`src/rtl/flp_dec_pkg.sv`:
```
// flp_dec_pkg: shared widths and state encoding for the FLP-to-decimal digit generator.
// FLP_DEC_ROUND_EN adds the GUARD/ROUND states used for round-half-up on the last digit.
package flp_dec_pkg;

    localparam int INT_DIGITS = 8;
    localparam int Q_W        = 24;
    localparam int R_W        = 24;
    localparam int BCD_W      = 4;

    typedef enum logic [2:0] {
        S_IDLE  = 3'd0,
        S_INT   = 3'd1,
        S_FRAC  = 3'd2,
`ifdef FLP_DEC_ROUND_EN
        S_GUARD = 3'd3,
        S_ROUND = 3'd4,
`endif
        S_DONE  = 3'd5
    } state_t;

endpackage

```
`src/rtl/flp_dec_digit_gen_dabble_step.sv`:
```
// dabble_step: one double-dabble iteration. Adds 3 to every BCD nibble >= 5,
// then shifts the concatenation {bcd, bin} left by one bit.
module dabble_step
    import flp_dec_pkg::*;
(
    input  logic [INT_DIGITS*BCD_W-1:0] bcd,
    input  logic [Q_W-1:0]              bin,
    output logic [INT_DIGITS*BCD_W-1:0] bcd_next,
    output logic [Q_W-1:0]              bin_next
);

    logic [INT_DIGITS*BCD_W-1:0]     bcd_adj;
    logic [INT_DIGITS*BCD_W+Q_W-1:0] shifted;

    // Pre-correct each nibble so the following shift carries correctly into the next digit
    always_comb begin
        bcd_adj = bcd;
        for (int i = 0; i < INT_DIGITS; i++) begin
            if (bcd[i*BCD_W +: BCD_W] >= 4'd5)
                bcd_adj[i*BCD_W +: BCD_W] = bcd[i*BCD_W +: BCD_W] + 4'd3;
        end
    end

    assign shifted  = {bcd_adj, bin} << 1;
    assign bcd_next = shifted[INT_DIGITS*BCD_W+Q_W-1:Q_W];
    assign bin_next = shifted[Q_W-1:0];

endmodule

```
`src/rtl/flp_dec_digit_gen.sv`:
```
// flp_dec_digit_gen: converts a 24-bit integer part to 8 BCD digits (double-dabble)
// and a 24-bit fraction to FRAC_DIGITS BCD digits (repeated x10).
// Optional feature macro: FLP_DEC_ROUND_EN (round half-up using one guard digit).
//
// state | meaning
// IDLE  | waiting for start
// INT   | 24 double-dabble steps on the integer part
// FRAC  | one x10 fractional digit per cycle
// GUARD | extra x10 digit decides rounding (round build only)
// ROUND | BCD increment of the whole result (round build only)
// DONE  | results valid, done high for this cycle
module flp_dec_digit_gen
    import flp_dec_pkg::*;
#(
    parameter int FRAC_DIGITS = 4
) (
    input  logic                         clk,
    input  logic                         rst,
    input  logic                         start,
    input  logic [Q_W-1:0]               q_in,
    input  logic [R_W-1:0]               r_in,
    output logic                         busy,
    output logic                         done,
    output logic [INT_DIGITS*BCD_W-1:0]  int_bcd,
    output logic [BCD_W*FRAC_DIGITS-1:0] frac_bcd
);

    localparam int IW = INT_DIGITS * BCD_W;
    localparam int FW = BCD_W * FRAC_DIGITS;
    localparam logic [4:0] INT_LAST  = 5'(Q_W - 1);
    localparam logic [4:0] FRAC_LAST = 5'(FRAC_DIGITS - 1);

    state_t          state;
    logic [Q_W-1:0]  bin;
    logic [IW-1:0]   bcd;
    logic [R_W-1:0]  frac;
    logic [FW-1:0]   frac_sr;
    logic [4:0]      cnt;

    logic [IW-1:0]    bcd_next;
    logic [Q_W-1:0]   bin_next;
    logic [R_W+3:0]   acc;
    logic [BCD_W-1:0] digit;
    logic [FW-1:0]    frac_shift;

    dabble_step u_dabble (
        .bcd      (bcd),
        .bin      (bin),
        .bcd_next (bcd_next),
        .bin_next (bin_next)
    );

    // frac*10 as shift-and-add; frac < 2^24 keeps the product below 10*2^24
    assign acc        = ({4'b0, frac} << 3) + ({4'b0, frac} << 1);
    assign digit      = acc[R_W+3:R_W];
    assign frac_shift = (frac_sr << BCD_W) | FW'(digit);

`ifdef FLP_DEC_ROUND_EN
    logic          round_up;
    logic [IW+FW-1:0] rnd;
    logic          carry;

    // Ripple a +1 through all fractional and integer BCD digits; carry out of the MSD is dropped
    always_comb begin
        rnd   = {bcd, frac_sr};
        carry = round_up;
        for (int i = 0; i < INT_DIGITS + FRAC_DIGITS; i++) begin
            if (carry) begin
                if (rnd[i*BCD_W +: BCD_W] == 4'd9) begin
                    rnd[i*BCD_W +: BCD_W] = 4'd0;
                end else begin
                    rnd[i*BCD_W +: BCD_W] = rnd[i*BCD_W +: BCD_W] + 4'd1;
                    carry = 1'b0;
                end
            end
        end
    end
`endif

    // Sequencer with registered handshake and result outputs
    always_ff @(posedge clk or posedge rst) begin
        if (rst) begin
            state    <= S_IDLE;
            bin      <= '0;
            bcd      <= '0;
            frac     <= '0;
            frac_sr  <= '0;
            cnt      <= '0;
            busy     <= 1'b0;
            done     <= 1'b0;
            int_bcd  <= '0;
            frac_bcd <= '0;
`ifdef FLP_DEC_ROUND_EN
            round_up <= 1'b0;
`endif
        end else begin
            case (state)
                S_IDLE, S_DONE: begin
                    done <= 1'b0;
                    if (start) begin
                        bin   <= q_in;
                        bcd   <= '0;
                        frac  <= r_in;
                        cnt   <= '0;
                        busy  <= 1'b1;
                        state <= S_INT;
                    end else begin
                        state <= S_IDLE;
                    end
                end
                S_INT: begin
                    bcd <= bcd_next;
                    bin <= bin_next;
                    if (cnt == INT_LAST) begin
                        cnt   <= '0;
                        state <= S_FRAC;
                    end else begin
                        cnt <= cnt + 5'd1;
                    end
                end
                S_FRAC: begin
                    frac    <= acc[R_W-1:0];
                    frac_sr <= frac_shift;
                    if (cnt == FRAC_LAST) begin
                        cnt <= '0;
`ifdef FLP_DEC_ROUND_EN
                        state <= S_GUARD;
`else
                        int_bcd  <= bcd;
                        frac_bcd <= frac_shift;
                        busy     <= 1'b0;
                        done     <= 1'b1;
                        state    <= S_DONE;
`endif
                    end else begin
                        cnt <= cnt + 5'd1;
                    end
                end
`ifdef FLP_DEC_ROUND_EN
                S_GUARD: begin
                    round_up <= (digit >= 4'd5);
                    state    <= S_ROUND;
                end
                S_ROUND: begin
                    int_bcd  <= rnd[IW+FW-1:FW];
                    frac_bcd <= rnd[FW-1:0];
                    busy     <= 1'b0;
                    done     <= 1'b1;
                    state    <= S_DONE;
                end
`endif
                default: state <= S_IDLE;
            endcase
        end
    end

endmodule

```
`config.mk`:
```
export PLATFORM = sky130hd
export DESIGN_NAME = flp_dec_digit_gen
export DESIGN_NICKNAME = d
export VERILOG_FILES = /design/src/rtl/flp_dec_pkg.sv /design/src/rtl/flp_dec_digit_gen_dabble_step.sv /design/src/rtl/flp_dec_digit_gen.sv
export SDC_FILE = /design/constraint.sdc
export NUM_CORES = 1
export LEC_CHECK = 0
export ABC_CLOCK_PERIOD_IN_PS = 6500
export BUFFER_PORTS_ARGS = -buffer_cell sky130_fd_sc_hd__clkbuf_2
export CAP_MARGIN = 10
export CORE_UTILIZATION = 60
export CTS_BUF_LIST = sky130_fd_sc_hd__clkbuf_2 sky130_fd_sc_hd__clkbuf_4 sky130_fd_sc_hd__clkbuf_8
export DETAILED_ROUTE_END_ITERATION = 7
export PLACE_DENSITY = 0.92
export SLEW_MARGIN = 20
export SYNTH_ARGS = -nofsm -noshare
export SYNTH_HDL_FRONTEND = slang
export SYNTH_HIERARCHICAL = 1
export SYNTH_SLANG_ARGS = --single-unit
```
`constraint.sdc`:
```
create_clock -name clk -period 6.5 [get_ports clk]
set_clock_uncertainty 0.15 [all_clocks]
set_input_delay 1.3 -clock clk [delete_from_list [all_inputs] [get_ports clk]]
set_output_delay 1.3 -clock clk [all_outputs]
set_load 0.01 [all_outputs]
```
==> summary.txt, run 1 <==
==================================================================================================
H-Tree Depth                                                                                     4
Sequential cell area                                                                    3750 sq um
Die outline area                                                                       14300 sq um
Vertical extent of the die                                                                  119 um
Setup TNS                                                                                     0 ns
Global-route usage over all layers                                                           26.3%
Clock period minus final worst setup slack                                                 3.34 ns
Critical path endpoint category                                                           register
DRT Wirelength                                                                             17.8 mm
Final routed DRC violation total                                                                 0
Required time of the worst setup path                                                      6.75 ns
Number of buffers added by the clock tree synthesis step                                        17
Post-detailed-placement half-perimeter wirelength                                          11.9 mm
Number of global-route vias before repair                                                     6383
Status                                                                                finished clean
Post-synth EDFFs                                                                                 0
Syn-to-layout area delta                                                                     9.67%
Post-synth top cells                                                                  sky130_fd_sc_hd__nand2_1 (318), sky130_fd_sc_hd__dfrtp_1 (150), sky130_fd_sc_hd__o21ai_0 (93), sky130_fd_sc_hd__clkbuf_1 (40), sky130_fd_sc_hd__mux2i_1 (40)
Dominant cells by area after synthesis                                                sky130_fd_sc_hd__dfrtp_1 (45%), sky130_fd_sc_hd__nand2_1 (14%), sky130_fd_sc_hd__ha_1 (5.9%)
Clock Root Buffer                                                                     sky130_fd_sc_hd__clkbuf_8
Maximum number of pins on one net before global-route repair                                   109
Total overflow reported by the global router                                                     0
Filler cell count in the final layout                                                         1094
Hold Worst Slack                                                                          0.325 ns
Bufs on Longest Clock Path                                                                       2
Setup repair after global routing missed its margin                                          false
Power density relative to cell area                                                    456 nW/um^2
Average wire length per cell after detail routing                                          14.9 um
Worst setup SP type                                                                       register
Std-Cell Core Area                                                                     13300 sq um
Initial antenna violation count                                                                  0
Count of mapped cells out of synthesis                                                         962
Clock transition time at the flip-flop clock pins of the worst setup and hold paths        0.09 ns
Insertion delay of the later-clocked pin in the worst-skew pair                            0.46 ns
Floorplan die width                                                                         119 um
Number of nets in the synthesized netlist                                                     1053
Top-Level Pins                                                                                 101
Number of I/O port buffers                                                                     100
Cell accounting for the most synthesized area                                         sky130_fd_sc_hd__dfrtp_1
Worst hold stages                                                                                2
Logic depth of the worst register-to-register path                                               8
Normalized max-slew margin                                                                   28.3%
Max rail drop VDD                                                                       0.000367 V
Final hold vios                                                                                  0
Post-Synthesis Mean Instance Area                                                       8.59 sq um
Area of the mapped netlist                                                              8270 sq um
Cell variety after synth                                                                        56
Worst setup slack before clock tree synthesis                                              3.14 ns
CP Max Fanout                                                                                   52
Crit path setup slack, layout                                                              3.16 ns
Total count of max-transition violations in the final report                                     0
Final clock period utilization by the worst path                                             51.3%
Detail Route Antenna Nets                                                                        0
Post-CTS setup buffer count                                                                      0
Routed via count divided by cell count                                                        5.62
Total number of nets in the final design                                                      1103
Area taken by multi-input logic gates                                                   4040 sq um
Seq/Total Area, Yosys                                                                        45.4%
CTS tree                                                                                      done
Predominant post-synthesis flop cell                                                  sky130_fd_sc_hd__dfrtp_1
Final Total Pwr                                                                            4.13 mW
Cells resized by post-CTS repair                                                                 0
Routability cong.                                                                            0.938
Wire length of the first global-routing pass                                               29.9 mm
Share of layout cells above drive strength 1                                                 15.2%
Initial standard-cell utilization of the core                                                61.9%
Asr flop ratio synth                                                                          100%
Post-synth top area share                                                                    45.4%
Actual transition at the worst max-transition pin                                          1.07 ns
Highest clock frequency the design can meet                                                300 MHz
Most instantiated library cell after synthesis                                        sky130_fd_sc_hd__nand2_1
Start-to-end type of the worst setup path                                             register to register
Worst min-delay path class                                                            register to register
Synthesis-stage register bit count                                                             150
Static leakage power                                                                       4.58 nW
Detailed Routing Iterations Pass 1                                                               5
Total inserted antenna cells                                                                     0
Starting DRC count in detailed routing                                                         438
Hold-fix buffers, CTS                                                                            0
Final count of negative-setup-slack endpoints                                                    0
Site Rows                                                                                       42
Clock Sink Count                                                                               150
Worst endpoint data arrival time                                                           3.59 ns
Overall via count from detail_route                                                           6755
Number of max-cap violations                                                                     0
Ys Warns                                                                                         6
==================================================================================================
final timing paths:
kind | to | from | slack, ns
setup / recovery | int_bcd[8]$_DFFE_PP0P_ | state[0]$_DFFE_PP0P_ | 3.16
hold / removal | int_bcd[17]$_DFFE_PP0P_ | int_bcd[17]$_DFFE_PP0P_ | 0.32
setup reg to reg | int_bcd[8]$_DFFE_PP0P_ | state[0]$_DFFE_PP0P_ | 3.16
hold reg to reg | int_bcd[17]$_DFFE_PP0P_ | int_bcd[17]$_DFFE_PP0P_ | 0.32
max in group asynchronous | bin[19]$_DFFE_PP0P_ | rst | 4.14
min in group asynchronous | int_bcd[31]$_DFFE_PP0P_ | rst | 0.89
placed cells by master (no fill, tap or decap), types with 12 or more instances in the layout:
master,instances
sky130_fd_sc_hd__nand2_1,317
sky130_fd_sc_hd__dfrtp_1,150
sky130_fd_sc_hd__clkbuf_2,100
sky130_fd_sc_hd__o21ai_0,93
sky130_fd_sc_hd__mux2i_1,40
sky130_fd_sc_hd__ha_1,39
sky130_fd_sc_hd__nor2_1,33
sky130_fd_sc_hd__inv_1,23
sky130_fd_sc_hd__xnor2_1,21
sky130_fd_sc_hd__a21oi_1,19
sky130_fd_sc_hd__clkbuf_8,18
sky130_fd_sc_hd__nand2b_1,17
sky130_fd_sc_hd__o21ai_1,14
sky130_fd_sc_hd__a22oi_1,12
power breakdown:
| group | internal (mW) | switching (mW) | leakage [nW] |
|---|---|---|---|
| clock | 0.361 | 0.383 | 0.203 |
| sequential | 1.16 | 0.239 | 1.98 |
| combinational | 0.814 | 1.18 | 2.39 |
registers in the layout, indices dropped and copies added (netlist names):
register / count
busy: 1
frac_sr: 12
bcd: 32
frac_bcd: 16
bin: 24
int_bcd: 32
state: 3
cnt: 5
frac: 24
done: 1
kinds of logic (layout without fill, tap and decap cells):
| kind of cell | after synthesis | count (layout) | synth area share [%] |
|---|---|---|---|
| DFF | 150 | 150 | 45.4 |
| buffers and inverters | 99 | 162 | 5.86 |
| and+or+nand+nor | 402 | 402 | 19.7 |
| muxes | 42 | 42 | 5.12 |
| adders and majority gates | 40 | 40 | 6.15 |
| other | 1 | 1 | 0.0454 |
| xor gates and xnor gates | 30 | 30 | 3.18 |
| AOI/OAI and AO/OA | 198 | 198 | 14.5 |
per-layer routing:
metal | vias up | global-route usage (%) | wire length [um]
met3 | 31 | 5.56 | 776
met5 | - | 0 | 0
li1 | 3294 | - | -
met4 | 0 | 9.77 | 397
met1 | 3256 | 33.9 | 7850
met2 | 174 | 43.7 | 8820
worst max-delay path: stages (launching register included):
cell and delay, ns:
sky130_fd_sc_hd__dfrtp_1 0.48, sky130_fd_sc_hd__nor2b_1 0.30, sky130_fd_sc_hd__nor2b_1 0.17, sky130_fd_sc_hd__buf_4 0.27, sky130_fd_sc_hd__nand2_2 0.59, sky130_fd_sc_hd__inv_1 0.69, sky130_fd_sc_hd__buf_4 0.42, sky130_fd_sc_hd__nand2_1 0.12
sky130_fd_sc_hd__nand2_1 0.08
per-stage QoR:
stage               util [%]  cells  area [sq um]
CTS                     67.9   1201          9070
global placement        64.9   1169          8660
detailed placement      64.9   1169          8660
floorplan                  -    962          8270
finish                  67.9   1201          9070
global route            67.9   1201          9070
cell type report:
type | instances | share of cell area [%]
repair buffers | 106 | 6.02
well taps | 176 | 2.43
clock inverters | 14 | 1.78
clock buffers | 18 | 2.73
inverters | 24 | 1.05
flip-flops and latches | 150 | 41.4
multi-input cells | 713 | 44.6
No activity file was read; power rests on OpenSTA's default activity.
==> run 2, diff against run 1 <==
--- a/config.mk
+++ b/config.mk
@@ -5,7 +5,7 @@
 export SDC_FILE = /design/constraint.sdc
 export NUM_CORES = 1
 export LEC_CHECK = 0
-export ABC_CLOCK_PERIOD_IN_PS = 6500
+export ABC_CLOCK_PERIOD_IN_PS = 3460
 export BUFFER_PORTS_ARGS = -buffer_cell sky130_fd_sc_hd__clkbuf_2
 export CAP_MARGIN = 10
 export CORE_UTILIZATION = 60
==> constraint.sdc (replaced) <==
create_clock -name clk -period 3.46 [get_ports clk]
set_clock_uncertainty 0.15 [all_clocks]
set_input_delay 0.692 -clock clk [delete_from_list [all_inputs] [get_ports clk]]
set_output_delay 0.692 -clock clk [all_outputs]
set_load 0.01 [all_outputs]
==> run 2 against run 1 <==
Worst hold slack worse by 0.064 ns. Clock-buffer cell count rose by 1. Sequential power up 87%. Largest power group unchanged.
==> summary.txt, run 2 (synthesis gave the netlist of run 1 again) <==
==================================================================================================
Routed via count divided by cell count                                                        5.72   was 5.62
Insertion delay of the later-clocked pin in the worst-skew pair                            0.44 ns   was 0.46 ns
Clock transition time at the flip-flop clock pins of the worst setup and hold paths        0.09 ns   about the same
Clock Root Buffer                                                                     sky130_fd_sc_hd__clkbuf_8   unchanged
Setup repair after global routing missed its margin                                          false   unchanged
Placed inst area                                                                        8710 sq um   was 8660 sq um
Highest clock frequency the design can meet                                                333 MHz   was 300 MHz
Overall via count from detail_route                                                           6887   was 6755
CP Max Fanout                                                                                    4   was 52
Worst endpoint data arrival time                                                           3.17 ns   was 3.59 ns
R2R Path Start                                                                        frac[2]$_DFFE_PP0P_   was state[0]$_DFFE_PP0P_
Worst setup SP type                                                                       register   unchanged
Source of the critical timing path                                                    frac[2]$_DFFE_PP0P_   was state[0]$_DFFE_PP0P_
Worst reg2reg endpoint                                                                frac_bcd[1]$_DFFE_PP0P_   was int_bcd[8]$_DFFE_PP0P_
Static leakage power                                                                       4.59 nW   was 4.58 nW
DRT Wirelength                                                                             18.3 mm   was 17.8 mm
Post-detailed-placement half-perimeter wirelength                                          12.1 mm   was 11.9 mm
Number of global-route vias before repair                                                     6661   was 6383
Sw Share                                                                                     44.0%   was 43.6%
Required time of the worst setup path                                                      3.62 ns   was 6.75 ns
Most frequent cells in the layout                                                     sky130_fd_sc_hd__nand2_1 (317), sky130_fd_sc_hd__dfrtp_1 (150), sky130_fd_sc_hd__clkbuf_2 (100)   unchanged
Combinational power share                                                                    48.8%   was 48.2%
Initial antenna violation count                                                                  0   unchanged
Total number of nets in the final design                                                      1107   was 1103
Global-route usage over all layers                                                           27.4%   was 26.3%
Filler cell count in the final layout                                                         1047   was 1094
Critical path endpoint category                                                           register   unchanged
Initial standard-cell utilization of the core                                                61.9%   unchanged
Total inserted antenna cells                                                                     0   unchanged
Psw                                                                                        3.41 mW   was 1.80 mW
Worst min-delay path class                                                            input pin to asynchronous set/reset pin   was register to register
Clock Sink Count                                                                               150   unchanged
Cell internal power dissipation                                                            4.34 mW   was 2.33 mW
Logic depth of the worst register-to-register path                                               9   was 8
Std-Cell Core Area                                                                     13300 sq um   unchanged
Maximum number of pins on one net before global-route repair                                    81   was 109
Final count of negative-setup-slack endpoints                                                    0   unchanged
Normalized max-slew margin                                                                   39.9%   was 28.3%
CP Capture Point                                                                      frac_bcd[1]$_DFFE_PP0P_   was int_bcd[8]$_DFFE_PP0P_
Syn-to-layout area delta                                                                     10.2%   was 9.67%
Floorplan die width                                                                         119 um   unchanged
Clock period minus final worst setup slack                                                 3.00 ns   was 3.34 ns
Setup TNS                                                                                     0 ns   unchanged
Actual transition at the worst max-transition pin                                         0.900 ns   was 1.07 ns
Largest registers in the final layout                                                 bcd: 32 flops, int_bcd: 32 flops   unchanged
Power density relative to cell area                                                    851 nW/um^2   was 456 nW/um^2
Start-to-end type of the worst setup path                                             register to register   unchanged
Top-Level Pins                                                                                 101   unchanged
Part of the power in the clock network                                                       17.4%   was 18.0%
Die outline area                                                                       14300 sq um   unchanged
Final design area excluding fillers                                                     9110 sq um   was 9070 sq um
Number of buffers added by the clock tree synthesis step                                        17   unchanged
Site Rows                                                                                       42   unchanged
Proportion of power drawn by flip-flops and latches                                          33.7%   was 33.8%
Starting DRC count in detailed routing                                                         473   was 438
Area taken by multi-input logic gates                                                   4040 sq um   unchanged
Total count of max-transition violations in the final report                                     0   unchanged
Bufs on Longest Clock Path                                                                       2   unchanged
Cells resized by post-CTS repair                                                                 0   unchanged
Wire length of the first global-routing pass                                               31.3 mm   was 29.9 mm
Final clock period utilization by the worst path                                             86.8%   was 51.3%
Vertical extent of the die                                                                  119 um   unchanged
Routability cong.                                                                            0.912   was 0.938
Final routed DRC violation total                                                                 0   unchanged
Number of max-cap violations                                                                     0   unchanged
Final hold vios                                                                                  0   unchanged
Number of I/O port buffers                                                                     100   unchanged
Share of layout cells above drive strength 1                                                 15.5%   was 15.2%
Total overflow reported by the global router                                                     0   unchanged
Most common library cell in the layout ignoring fill and taps                         sky130_fd_sc_hd__nand2_1   unchanged
Post-CTS setup buffer count                                                                      0   unchanged
Max rail drop VDD                                                                       0.000702 V   was 0.000367 V
Detail Route Antenna Nets                                                                        0   unchanged
Sequential cell area                                                                    3750 sq um   unchanged
Detailed Routing Iterations Pass 1                                                               6   was 5
H-Tree Depth                                                                                     4   unchanged
Average wire length per cell after detail routing                                          15.2 um   was 14.9 um
Status                                                                                finished clean   unchanged
Worst R2R Setup Slack                                                                      0.46 ns   was 3.16 ns
Hold-fix buffers, CTS                                                                            0   unchanged
CTS tree                                                                                      done   unchanged
==================================================================================================
## run 2: changes by cell type in the layout (fill, tap and decap cells not counted)
cell	before	now
sky130_fd_sc_hd__buf_12	0	2
sky130_fd_sc_hd__clkinv_2	1	0
sky130_fd_sc_hd__bufinv_16	2	1
sky130_fd_sc_hd__clkinv_4	2	3
sky130_fd_sc_hd__inv_8	1	2
sky130_fd_sc_hd__clkinvlp_4	2	4
sky130_fd_sc_hd__buf_4	6	8
sky130_fd_sc_hd__inv_6	7	4
sky130_fd_sc_hd__clkbuf_8	18	19
## run 2: final cells by class
class	instances	area share (%)
clock buffer	19	2.87
tap	176	2.42
sequential	150	41.2
clock inverter	13	1.50
timing repair buffer	110	6.59
inverter	24	1.03
multi-input combinational	713	44.4
## run 2: metal layers
metal	GRT usage (%)	part of all wire [%]	up-vias
met1	34.5	43	3295
li1	-	-	3296
met4	12.0	2.9	0
met2	45.5	49	245
met5	0	0	-
met3	6.08	5.2	51
## run 2: power groups by stage
stage | Clock, mW | Combinational (mW) | Sequential, mW
5_1_grt | 1.44 | 4.24 | 2.68
3_5_place_dp | 0 | 3.66 | 2.64
4_1_cts | 1.36 | 3.74 | 2.61
6_report | 1.35 | 3.79 | 2.62
3_3_place_gp | 0 | 3.50 | 2.61
2_1_floorplan | 0 | 3.20 | 2.49
## run 2: metrics by stage
stage               utilization (%)  std cells  hold WS, ns  setup WS, ns  power [mW]
CTS                            68.2       1205        0.275         0.489        7.71
floorplan                         -        962        0.289         0.729        5.70
global route                   68.2       1205        0.312         0.272        8.36
global placement               65.3       1173        0.301         0.594        6.11
detailed placement             65.3       1173        0.312         0.518        6.30
finish                         68.2       1205        0.261         0.458        7.75
## run 2: worst min path at each step
stage | from | endpoint | slack, ns | depth (start not counted)
2_1_floorplan | frac_sr[8]$_DFFE_PP0P_ | frac_bcd[12]$_DFFE_PP0P_ | 0.29 | 2
3_3_place_gp | frac_sr[10]$_DFFE_PP0P_ | frac_bcd[14]$_DFFE_PP0P_ | 0.30 | 2
3_5_place_dp | int_bcd[17]$_DFFE_PP0P_ | int_bcd[17]$_DFFE_PP0P_ | 0.31 | 2
4_1_cts | rst | frac_bcd[13]$_DFFE_PP0P_ | 0.27 | 2
5_1_grt | rst | int_bcd[2]$_DFFE_PP0P_ | 0.31 | 2
6_report | rst | frac_bcd[13]$_DFFE_PP0P_ | 0.26 | 2
## run 2: worst max-delay path: stages (launching register included)
cell and delay (ns):
sky130_fd_sc_hd__dfrtp_1 0.42, sky130_fd_sc_hd__ha_1 0.24, sky130_fd_sc_hd__fa_1 0.40, sky130_fd_sc_hd__a21o_1 0.21, sky130_fd_sc_hd__a221oi_1 0.45, sky130_fd_sc_hd__nor4_1 0.14
sky130_fd_sc_hd__or2_1 0.32, sky130_fd_sc_hd__a21oi_2 0.25, sky130_fd_sc_hd__xor2_1 0.21, sky130_fd_sc_hd__o21ai_1 0.08
==> run 3, diff against run 2 <==
--- a/config.mk
+++ b/config.mk
@@ -5,13 +5,13 @@
 export SDC_FILE = /design/constraint.sdc
 export NUM_CORES = 1
 export LEC_CHECK = 0
-export ABC_CLOCK_PERIOD_IN_PS = 3460
+export ABC_CLOCK_PERIOD_IN_PS = 2500
 export BUFFER_PORTS_ARGS = -buffer_cell sky130_fd_sc_hd__clkbuf_2
 export CAP_MARGIN = 10
-export CORE_UTILIZATION = 60
+export CORE_UTILIZATION = 55
 export CTS_BUF_LIST = sky130_fd_sc_hd__clkbuf_2 sky130_fd_sc_hd__clkbuf_4 sky130_fd_sc_hd__clkbuf_8
 export DETAILED_ROUTE_END_ITERATION = 7
-export PLACE_DENSITY = 0.92
+export PLACE_DENSITY = 0.89
 export SLEW_MARGIN = 20
 export SYNTH_ARGS = -nofsm -noshare
 export SYNTH_HDL_FRONTEND = slang
==> constraint.sdc (replaced) <==
create_clock -name clk -period 2.5 [get_ports clk]
set_clock_uncertainty 0.15 [all_clocks]
set_input_delay 0.5 -clock clk [delete_from_list [all_inputs] [get_ports clk]]
set_output_delay 0.5 -clock clk [all_outputs]
set_load 0.01 [all_outputs]
==> run 3 against run 2 <==
The flow now finishes with violations (negative setup slack). Sequential power up 39%. Register-to-register slack worse by 0.53 ns. Highest routed layer unchanged. Routed wire length about the same.
==> summary.txt, run 3 (synthesis gave the netlist of run 1 again) <==
==================================================================================================
Top-Level Pins                                                                                 101   unchanged
Most frequent cells in the layout                                                     sky130_fd_sc_hd__nand2_1 (317), sky130_fd_sc_hd__dfrtp_1 (150), sky130_fd_sc_hd__clkbuf_2 (100)   unchanged
Total inserted antenna cells                                                                     0   unchanged
Floorplan die width                                                                         125 um   was 119 um
Critical path endpoint category                                                           register   unchanged
Sequential cell area                                                                    3750 sq um   unchanged
Static leakage power                                                                       4.76 nW   was 4.59 nW
Post-detailed-placement half-perimeter wirelength                                          12.4 mm   was 12.1 mm
Final routed DRC violation total                                                                 0   unchanged
Total count of max-transition violations in the final report                                     0   unchanged
Ordered list of cells on the worst path                                               ha_1, buf_4, a311o_1, a2111oi_4, o211ai_1, mux2i_1, a311oi_1, o21ai_1   was ha_1, fa_1, a21o_1, a221oi_1, nor4_1, or2_1, a21oi_2, xor2_1, o21ai_1
Clock period minus final worst setup slack                                                 2.58 ns   was 3.00 ns
Number of max-cap violations                                                                     0   unchanged
Number of global-route vias before repair                                                     6546   was 6661
Worst endpoint data arrival time                                                           2.77 ns   was 3.17 ns
Start-to-end type of the worst setup path                                             register to register   unchanged
Initial antenna violation count                                                                  0   unchanged
DRT Wirelength                                                                             18.3 mm   about the same
Initial standard-cell utilization of the core                                                56.7%   was 61.9%
CTS tree                                                                                      done   unchanged
Setup repair after global routing missed its margin                                           true   was false
Worst min-delay path class                                                            input pin to register   was input pin to asynchronous set/reset pin
CP Max Fanout                                                                                    7   was 4
Final hold vios                                                                                  0   unchanged
Number of I/O port buffers                                                                     100   unchanged
GR Layer Usage met1                                                                          32.8%   was 34.5%
Starting DRC count in detailed routing                                                         415   was 473
Largest registers in the final layout                                                 bcd: 32 flops, int_bcd: 32 flops   unchanged
Share of layout cells above drive strength 1                                                 20.1%   was 15.5%
Detailed Routing Iterations Pass 1                                                               5   was 6
Status                                                                                finished with violations   was finished clean
Filler cell count in the final layout                                                         1163   was 1047
Routability cong.                                                                            0.923   was 0.912
Final Total Pwr                                                                            11.6 mW   was 7.75 mW
Max rail drop VDD                                                                        0.00119 V   was 0.000702 V
Maximum number of pins on one net before global-route repair                                    79   was 81
Std-Cell Core Area                                                                     14600 sq um   was 13300 sq um
Met2 Usage GRT                                                                               38.9%   was 45.5%
Final clock period utilization by the worst path                                              103%   was 86.8%
Worst setup slack before clock tree synthesis                                           -0.0825 ns   was 0.518 ns
Wire length of the first global-routing pass                                               30.8 mm   was 31.3 mm
Number of buffers and inverters on the critical path                                             1   was 0
Power density relative to cell area                                                   1220 nW/um^2   was 851 nW/um^2
Family of cells with the greatest summed delay on the critical path                   compound AO/OA/AOI/OAI gates   unchanged
Average wire length per cell after detail routing                                          14.7 um   was 15.2 um
Violated checks                                                                       negative setup slack
Vertical extent of the die                                                                  125 um   was 119 um
H-Tree Depth                                                                                     4   unchanged
Busiest layer in global routing                                                               met2   unchanged
Site Rows                                                                                       44   was 42
GR met3 Demand/Resource                                                                      5.58%   was 6.08%
Total overflow reported by the global router                                                     0   unchanged
Routed via count divided by cell count                                                        5.48   was 5.72
Clock Root Buffer                                                                     sky130_fd_sc_hd__clkbuf_8   unchanged
Actual transition at the worst max-transition pin                                         0.846 ns   was 0.900 ns
Highest clock frequency the design can meet                                                388 MHz   was 333 MHz
Overall via count from detail_route                                                           6818   was 6887
Worst setup SP type                                                                       register   unchanged
Required time of the worst setup path                                                      2.69 ns   was 3.62 ns
Die outline area                                                                       15500 sq um   was 14300 sq um
Clock Sink Count                                                                               150   unchanged
Most common library cell in the layout ignoring fill and taps                         sky130_fd_sc_hd__nand2_1   unchanged
Total placed cells including tap cells                                                        1207   was 1173
Final cell utilization of the core                                                           65.4%   was 68.2%
Normalized max-slew margin                                                                   43.4%   was 39.9%
Crit path setup slack, layout                                                           -0.0754 ns   was 0.458 ns
Detail Route Antenna Nets                                                                        0   unchanged
Bufs on Longest Clock Path                                                                       2   unchanged
Insertion delay of the later-clocked pin in the worst-skew pair                            0.45 ns   was 0.44 ns
Critical Path Max Stage Delay                                                              0.42 ns   was 0.45 ns
Area taken by multi-input logic gates                                                   4200 sq um   was 4040 sq um
Clock transition time at the flip-flop clock pins of the worst setup and hold paths        0.09 ns   about the same
Critical Path Slowest Stage Cell                                                      sky130_fd_sc_hd__dfrtp_1   was sky130_fd_sc_hd__a221oi_1
Global-route usage over all layers                                                           24.4%   was 27.4%
Final count of negative-setup-slack endpoints                                                    3   was 0
Number of buffers added by the clock tree synthesis step                                        17   unchanged
Syn-to-layout area delta                                                                     15.4%   was 10.2%
Total number of nets in the final design                                                      1139   was 1107
Final cell count without fillers                                                              1245   was 1205
==================================================================================================
[run 3: cell types whose count changed in the layout (fill, tap and decap cells not counted), moves of 2 or more]
cell and delta:
sky130_fd_sc_hd__buf_4 +27, sky130_fd_sc_hd__ha_1 -6, sky130_fd_sc_hd__buf_12 +4, sky130_fd_sc_hd__ha_4 +4
sky130_fd_sc_hd__a21oi_1 -3, sky130_fd_sc_hd__o21ai_0 -3, sky130_fd_sc_hd__a21oi_4 +2, sky130_fd_sc_hd__a221oi_1 -2
sky130_fd_sc_hd__a221oi_2 +2, sky130_fd_sc_hd__ha_2 +2, sky130_fd_sc_hd__nor4_1 -2, sky130_fd_sc_hd__nor4_2 +2
sky130_fd_sc_hd__o21ai_2 +2
[run 3: cell type report]
cell class	instances	area share [%]
clock buffer	19	2.74
multi-input combinational	713	44.0
clock inverter	13	1.17
timing repair buffer	142	9.37
sequential	150	39.3
tap	184	2.41
inverter	24	0.984
[run 3: routing by layer]
| layer | wire length, um | up-vias | part of all wire (%) |
|---|---|---|---|
| li1 | - | 3381 | - |
| met1 | 8410 | 3240 | 46 |
| met2 | 8810 | 171 | 48 |
| met3 | 798 | 26 | 4.3 |
| met4 | 334 | 0 | 1.8 |
| met5 | 0 | - | 0 |
[run 3: worst register-to-register path, delay by kind of cell, from the launching register on]
| family | cells | cell delay [ns] |
|---|---|---|
| fa+ha+maj | 1 | 0.31 |
| flops | 1 | 0.42 |
| mux | 1 | 0.17 |
| compound gates | 5 | 1.26 |
| buf+inv | 1 | 0.17 |
[run 3: worst paths after layout]
kind,to,from,slack (ns),depth (start not counted)
hold reg to reg,frac_bcd[13]$_DFFE_PP0P_,frac_bcd[13]$_DFFE_PP0P_,0.33,2
hold / removal,frac[0]$_DFFE_PP0P_,r_in[0],0.09,3
max in group asynchronous,frac[11]$_DFFE_PP0P_,rst,0.99,4
setup reg to reg,frac_sr[0]$_DFFE_PP0P_,frac[16]$_DFFE_PP0P_,-0.08,8
setup / recovery,frac_sr[0]$_DFFE_PP0P_,frac[16]$_DFFE_PP0P_,-0.08,8
min in group asynchronous,frac_sr[9]$_DFFE_PP0P_,rst,0.48,3
[run 3: what timing repair did]
action / in CTS / in global routing
hold endpoints to repair: 19 / 0
pin swaps: 9 / 3
gates resized for setup: 9 / 17
setup buffers: 2 / 3
hold buffers: 1 / 0
setup endpoints to repair: 8 / 18
[run 3: power by group]
part | internal (mW) | switching (mW) | total (mW)
sequential | 3.01 | 0.621 | 3.63
combinational | 2.78 | 3.47 | 6.24
clock | 0.768 | 0.996 | 1.76
[run 3: per-stage QoR]
step	hold slack, ns	TNS, ns	area [sq um]
4_1_cts	0.0679	0	9420
5_1_grt	0.0909	-0.899	9540
6_report	0.0945	-0.113	9540
2_1_floorplan	0.289	-5.85	8290
3_5_place_dp	0.312	-0.346	8980
3_3_place_gp	0.305	-0.0364	8980
